`src/rtl/led_pkg.sv`:
```
// -----------------------------------------------------------------------------
// led_pkg
//   Shared types for the LED pattern generator.
//   - led_mode_t  : mode encoding used on the command port and on o_mode
//                   (0 OFF, 1 ON, 2 BLINK, 3 BREATHE).
//   - led_state_t : command FSM states (RUN accepts commands, APPLY installs one).
//   - LED_MODE_W  : width of the mode field.
// -----------------------------------------------------------------------------
package led_pkg;

    localparam int LED_MODE_W = 2;

    typedef enum logic [LED_MODE_W-1:0] {
        MODE_OFF     = 2'd0,
        MODE_ON      = 2'd1,
        MODE_BLINK   = 2'd2,
        MODE_BREATHE = 2'd3
    } led_mode_t;

    typedef enum logic {
        ST_RUN   = 1'b0,
        ST_APPLY = 1'b1
    } led_state_t;

endpackage

```
`src/rtl/led_prescaler.sv`:
```
// -----------------------------------------------------------------------------
// led_prescaler
//   Divides the system clock into slow ticks. The counter runs 0..PRESCALE-1
//   and wraps; o_tick is high in the wrap cycle, so PRESCALE=1 ticks every
//   cycle.
//   Ports:
//     i_clock   - system clock
//     i_reset_n - asynchronous active-low reset
//     i_clear   - synchronous clear; counter restarts at 0 on the next edge
//     o_tick    - single-cycle tick in the wrap cycle
// -----------------------------------------------------------------------------
module led_prescaler #(
    parameter int PRESCALE = 1000
) (
    input  logic i_clock,
    input  logic i_reset_n,
    input  logic i_clear,
    output logic o_tick
);

    localparam int            CW   = (PRESCALE > 1) ? $clog2(PRESCALE) : 1;
    localparam logic [CW-1:0] LAST = CW'(PRESCALE - 1);

    logic [CW-1:0] cnt_q, cnt_d;

    assign o_tick = (cnt_q == LAST);

    always_comb begin
        cnt_d = cnt_q + 1'b1;
        if (i_clear || o_tick) begin
            cnt_d = '0;
        end
    end

    always_ff @(posedge i_clock or negedge i_reset_n) begin
        if (!i_reset_n) begin
            cnt_q <= '0;
        end else begin
            cnt_q <= cnt_d;
        end
    end

endmodule

```
`src/rtl/led_pattern_gen.sv`:
```
// -----------------------------------------------------------------------------
// led_pattern_gen
//   LED pattern generator feeding led_control (o_led -> i_clock,
//   o_gnd -> i_gnd). A command port selects OFF, ON, BLINK (square wave with a
//   half-period of PRESCALE*BLINK_TICKS cycles) or BREATHE (PWM ramp whose duty
//   climbs 0..2^PWM_BITS-1 and back, one step per tick).
//
//   Build option: define LED_BREATHE_EN to build BREATHE mode. Without it,
//   mode 3 is still handshaken but rejected: o_mode and the running pattern
//   are untouched and o_err pulses for the APPLY cycle.
//
//   Handshake: a command transfers on a rising edge where i_cmd_valid and
//   o_cmd_ready are both high. o_cmd_ready is decoded from FSM state only
//   (high in RUN, low in APPLY); valid while not ready is ignored and the
//   requester keeps valid high until it is accepted.
//
//   Ports:
//     i_clock, i_reset_n        - clock, asynchronous active-low reset
//     i_cmd_valid, o_cmd_ready  - command handshake
//     i_cmd_mode                - requested mode
//     o_led                     - registered LED drive
//     o_gnd                     - LED return, constant 0
//     o_mode                    - active mode
//     o_err                     - one-cycle pulse for a rejected mode
//     o_dbg_state               - FSM state, for observation only
// -----------------------------------------------------------------------------
module led_pattern_gen
    import led_pkg::*;
#(
    parameter int PRESCALE    = 1000,
    parameter int BLINK_TICKS = 250,
    parameter int PWM_BITS    = 8
) (
    input  logic                  i_clock,
    input  logic                  i_reset_n,
    input  logic                  i_cmd_valid,
    output logic                  o_cmd_ready,
    input  logic [LED_MODE_W-1:0] i_cmd_mode,
    output logic                  o_led,
    output logic                  o_gnd,
    output logic [LED_MODE_W-1:0] o_mode,
    output logic                  o_err,
    output led_state_t            o_dbg_state
);

    localparam int TW = (BLINK_TICKS > 1) ? $clog2(BLINK_TICKS) : 1;

`ifdef LED_BREATHE_EN
    localparam logic BREATHE_BUILT = 1'b1;
`else
    localparam logic BREATHE_BUILT = 1'b0;
`endif

    // Elaboration-time guard on the parameter ranges.
    if (PRESCALE < 1 || BLINK_TICKS < 1 || PWM_BITS < 1) begin : g_param_check
        $error("led_pattern_gen: PRESCALE, BLINK_TICKS and PWM_BITS must be >= 1");
    end

    led_state_t    state_q, state_d;
    led_mode_t     mode_q, mode_d;
    logic          apply_ok_q, apply_ok_d;   // APPLY in progress installs a new mode
    logic          err_q, err_d;
    logic          led_q, led_d;
    logic [TW-1:0] tick_cnt_q, tick_cnt_d;
    logic          phase_q, phase_d;
    logic          tick;
    logic          presc_clear;
    logic          cmd_supported;
    logic          blank;

`ifdef LED_BREATHE_EN
    logic [PWM_BITS-1:0] pwm_q, pwm_d;
    logic [PWM_BITS-1:0] duty_q, duty_d;
    logic                dir_up_q, dir_up_d;
`endif

    assign cmd_supported = BREATHE_BUILT || (i_cmd_mode != MODE_BREATHE);

    // A rejected command must not disturb the running pattern, so the
    // prescaler is only cleared when APPLY installs a mode.
    assign presc_clear = (state_q == ST_APPLY) && apply_ok_q;

    led_prescaler #(
        .PRESCALE (PRESCALE)
    ) u_prescaler (
        .i_clock   (i_clock),
        .i_reset_n (i_reset_n),
        .i_clear   (presc_clear),
        .o_tick    (tick)
    );

    always_comb begin
        state_d    = state_q;
        mode_d     = mode_q;
        apply_ok_d = apply_ok_q;
        err_d      = 1'b0;
        tick_cnt_d = tick_cnt_q;
        phase_d    = phase_q;
        blank      = 1'b0;
        led_d      = 1'b0;
`ifdef LED_BREATHE_EN
        pwm_d      = pwm_q + 1'b1;
        duty_d     = duty_q;
        dir_up_d   = dir_up_q;
`endif

        // Pattern timing runs independently of the command FSM.
        if (tick && (mode_q == MODE_BLINK)) begin
            if (tick_cnt_q == TW'(BLINK_TICKS - 1)) begin
                tick_cnt_d = '0;
                phase_d    = ~phase_q;
            end else begin
                tick_cnt_d = tick_cnt_q + 1'b1;
            end
        end

`ifdef LED_BREATHE_EN
        // Direction flips on the tick that lands on an endpoint, so duty
        // never overshoots or wraps.
        if (tick && (mode_q == MODE_BREATHE)) begin
            if (dir_up_q) begin
                duty_d = duty_q + 1'b1;
                if (duty_d == '1) begin
                    dir_up_d = 1'b0;
                end
            end else begin
                duty_d = duty_q - 1'b1;
                if (duty_d == '0) begin
                    dir_up_d = 1'b1;
                end
            end
        end
`endif

        case (state_q)
            ST_RUN: begin
                if (i_cmd_valid) begin
                    state_d    = ST_APPLY;
                    apply_ok_d = cmd_supported;
                    err_d      = !cmd_supported;
                    if (cmd_supported) begin
                        mode_d = led_mode_t'(i_cmd_mode);
                    end
                end
            end
            ST_APPLY: begin
                state_d = ST_RUN;
                // Restart the pattern from its initial state; re-sending the
                // active mode lands here too.
                if (apply_ok_q) begin
                    tick_cnt_d = '0;
                    phase_d    = 1'b1;
`ifdef LED_BREATHE_EN
                    pwm_d      = '0;
                    duty_d     = '0;
                    dir_up_d   = 1'b1;
`endif
                end
            end
            default: state_d = ST_RUN;
        endcase

        // o_led is registered from next-state values so it lines up with
        // the pattern state it represents.
        blank = (state_d == ST_APPLY) && apply_ok_d;
        if (!blank) begin
            case (mode_d)
                MODE_ON:      led_d = 1'b1;
                MODE_BLINK:   led_d = phase_d;
`ifdef LED_BREATHE_EN
                MODE_BREATHE: led_d = (pwm_d < duty_d);
`endif
                default:      led_d = 1'b0;
            endcase
        end
    end

    always_ff @(posedge i_clock or negedge i_reset_n) begin
        if (!i_reset_n) begin
            state_q    <= ST_RUN;
            mode_q     <= MODE_OFF;
            apply_ok_q <= 1'b0;
            err_q      <= 1'b0;
            led_q      <= 1'b0;
            tick_cnt_q <= '0;
            phase_q    <= 1'b0;
`ifdef LED_BREATHE_EN
            pwm_q      <= '0;
            duty_q     <= '0;
            dir_up_q   <= 1'b1;
`endif
        end else begin
            state_q    <= state_d;
            mode_q     <= mode_d;
            apply_ok_q <= apply_ok_d;
            err_q      <= err_d;
            led_q      <= led_d;
            tick_cnt_q <= tick_cnt_d;
            phase_q    <= phase_d;
`ifdef LED_BREATHE_EN
            pwm_q      <= pwm_d;
            duty_q     <= duty_d;
            dir_up_q   <= dir_up_d;
`endif
        end
    end

    assign o_cmd_ready = (state_q == ST_RUN);
    assign o_led       = led_q;
    assign o_gnd       = 1'b0;
    assign o_mode      = mode_q;
    assign o_err       = err_q;
    assign o_dbg_state = state_q;

endmodule

```
`config.mk`:
```
export PLATFORM = sky130hd
export DESIGN_NAME = led_pattern_gen
export DESIGN_NICKNAME = d
export VERILOG_FILES = /design/src/rtl/led_pkg.sv /design/src/rtl/led_prescaler.sv /design/src/rtl/led_pattern_gen.sv
export SDC_FILE = /design/constraint.sdc
export NUM_CORES = 1
export LEC_CHECK = 0
export CORE_UTILIZATION = 55
export DETAILED_ROUTE_END_ITERATION = 10
export PLACE_DENSITY = 0.77
export SLEW_MARGIN = 20
export SYNTH_ARGS = -nofsm -noshare
export SYNTH_HDL_FRONTEND = slang
export SYNTH_SLANG_ARGS = --single-unit
```
`constraint.sdc`:
```
create_clock -name i_clock -period 3.22 [get_ports i_clock]
set_input_delay 0.483 -clock i_clock [delete_from_list [all_inputs] [get_ports i_clock]]
set_output_delay 0.483 -clock i_clock [all_outputs]
set_load 0.02 [all_outputs]
```
==> metrics <==
RR Startpoint=u_prescaler.cnt_q[0]$_DFF_PN0_; share of Yosys cell area claimed by the top area cell type=0.482; most frequent cells in the layout=dfrtp_1 (25), nor2_1 (18), nand2_1 (11), clkdlybuf4s50_1 (10), a21oi_1 (6); DR WL/cell=14.8 um; Sink Count=25; final hold violations=0; FILL cells=176; area of the multi-input gates=639 um2; clock share of power=0.217; area of the die=0.00256 mm2; antenna fix cells=0; Post-synth EDFFs=0; DR DRC count=0; post-route ant nets=0; Layout Utilization=0.658; RSZ-0062 raised after global routing=false; hold_buf cts=0; Layout Area Growth over Synthesis=12.2%; max_cap viols=0; Port Buffers=10; Comb power frac=0.208; Worst-Skew Late Latency=330 ps; Internal Pwr Total=0.000456 W; critical-path cell list=ha_1 -> nand3b_4 -> or4_4 -> o21ai_0 -> a21oi_1; Top FF cell, synth=dfrtp_1; FFs w/ async S/R, synth=1.00; I/O pin cnt=12; Tmin final=2220 ps; fin crit share=0.691; # rows=17; mapped cell area=0.00130 mm2; layout cell share with drive strength beyond 1=0.0629; # Post-CTS Setup Buffers=0; post_cts resized=0; Pwr per Cell Area=455 mW/mm2; first-pass GRT wire length=4320 um; Total Power=0.000663 W; Total GRT Usage=0.231; Worst Path Required=3400 ps; sequential share of power=0.575; 1st-iter DRT viols=13; Crit-path slowest cell=or4_4; Slew @ Worst Pin=639 ps; largest net degree at the start of global routing=26; CP startpoint kind=flop; Avg Cell Area, Syn=9.98 um2; commonest non-fill, non-tap cell in the layout=dfrtp_1; TritonCTS Buffers=3; Synth area leader=dfrtp_1; Synth cell types=35; Setup WS post-layout=995 ps; router iterations before antenna repair=4; Worst IR Drop VDD=0.350 mV; Worst Setup SP=u_prescaler.cnt_q[0]$_DFF_PN0_; fmax=449 MHz; Cells after Synth=130; number of synthesis warnings=0; Hold Slack=494 ps; Max FO, Critical Path=14; Die Ht=50.6 um; GP Congestion=0.785; Hold Crit Class=in2async; vias in the first global route=998; sequential share of the synthesized area=0.482; core area=0.00221 mm2; clock root cell=clkbuf_4; htree depth=1; critical setup path kind=reg2reg; Leakage Power=0.613 nW; CTS Buffer Depth=2; Slew HR=0.572; Final HPWL DP=1880 um; worst stage delay on the critical path=610 ps; clock slew at reported path FFs=140 ps; GR Overflow Total=0; pre-CTS setup slack=1050 ps; register area=626 um2; Critical Path AT=2410 ps; via count=1041; Switch Pwr=0.000206 W; status=finished clean; # nets final=154; clk_skew=13.4 ps; CP endpoint kind=flop; Synthesized Nets=140; Setup-failing EPs final=0; Die X-Extent=50.6 um; Initial Util=0.587; final wirelength=2530 um; TritonCTS clock tree=yes; Final Max Slew Viols=0; TNS Setup=0 ps; largest cells by area after synthesis=dfrtp_1 (48%), nor2_1 (5.2%), ha_1 (4.8%); Sw Ratio=0.311; initial antenna violation count=0; synthesized flop and latch total=25; Via density=6.09
## final timing paths
check	to	slack [ps]	cells after the start
worst max-delay path	tick_cnt_q[6]$_DFF_PN0_	1000	5
worst min-delay path	u_prescaler.cnt_q[6]$_DFF_PN0_	490	2
worst max register to register	tick_cnt_q[6]$_DFF_PN0_	1000	5
worst min register to register	u_prescaler.cnt_q[0]$_DFF_PN0_	510	1
max in group asynchronous	tick_cnt_q[2]$_DFF_PN0_	2480	2
min in group i_clock	u_prescaler.cnt_q[0]$_DFF_PN0_	510	1
## critical path, delay by kind of cell, from the launching register on
kind | cells | cell delay, ps
AOI/OAI and AO/OA | 2 | 640
adders and majority gates | 1 | 280
DFF | 1 | 420
and+or+nand+nor | 2 | 740
## state kept, by name (all words and copies together), names as in the netlist
register / count
phase_q: 1
tick_cnt_q: 8
o_mode: 2
o_err: 1
u_prescaler.cnt_q: 10
o_led: 1
o_dbg_state: 1
apply_ok_q: 1
## synthesized netlist by cell type (2+ instances only)
| library cell | number |
|---|---|
| ha_1 | 5 |
| and4_1 | 2 |
| nor3_1 | 2 |
| a21oi_1 | 6 |
| nand4_1 | 3 |
| nor4_1 | 2 |
| or3_1 | 4 |
| o21ai_0 | 4 |
| o22a_1 | 2 |
| nand3_1 | 5 |
| o31ai_1 | 4 |
| xnor2_1 | 5 |
| dfrtp_1 | 25 |
| nor2_1 | 18 |
| o22ai_1 | 2 |
| and2_1 | 3 |
| inv_1 | 5 |
| nand2_1 | 11 |
| or4_1 | 3 |
| xor2_1 | 4 |
## layout make-up
cell class | count | share of cell area
sequential | 25 | 0.430
inverter | 5 | 0.0129
timing repair buffer | 11 | 0.0739
clock buffer | 3 | 0.0155
tap | 28 | 0.0241
multi-input combinational | 98 | 0.439
clock inverter | 1 | 0.00515
## per-layer routing
metal | wire length [um] | track usage | share of wire | vias to the layer above
met3 | 114 | 0.0606 | 0.045 | 10
met5 | 0 | 0 | 0 | -
met4 | 76 | 0.111 | 0.030 | 0
met2 | 1270 | 0.391 | 0.50 | 33
met1 | 1070 | 0.271 | 0.42 | 511
li1 | - | - | - | 487
## metrics by stage
stage               area (um2)  instances
global placement          1420        167
global route              1460        171
CTS                       1450        171
floorplan                 1300        130
finish                    1460        171
detailed placement        1420        167
## logic make-up after synthesis
logic type                 synth area share
and+or+nand+nor                       0.273
DFF                                   0.482
AOI/OAI and AO/OA                    0.0964
xor gates and xnor gates             0.0607
buffers and inverters                0.0289
adders and majority gates            0.0482
other                               0.00289
muxes                               0.00771
## power groups by stage
stage               clock network (W)  logic [W]  registers [W]
global route                 0.000163   0.000149       0.000386
CTS                          0.000147   0.000139       0.000381
finish                       0.000144   0.000138       0.000381
floorplan                           0  0.0000775       0.000388
global placement                    0   0.000128       0.000383
detailed placement                  0   0.000137       0.000387
Note: power is estimated with default switching activity, not from simulation.
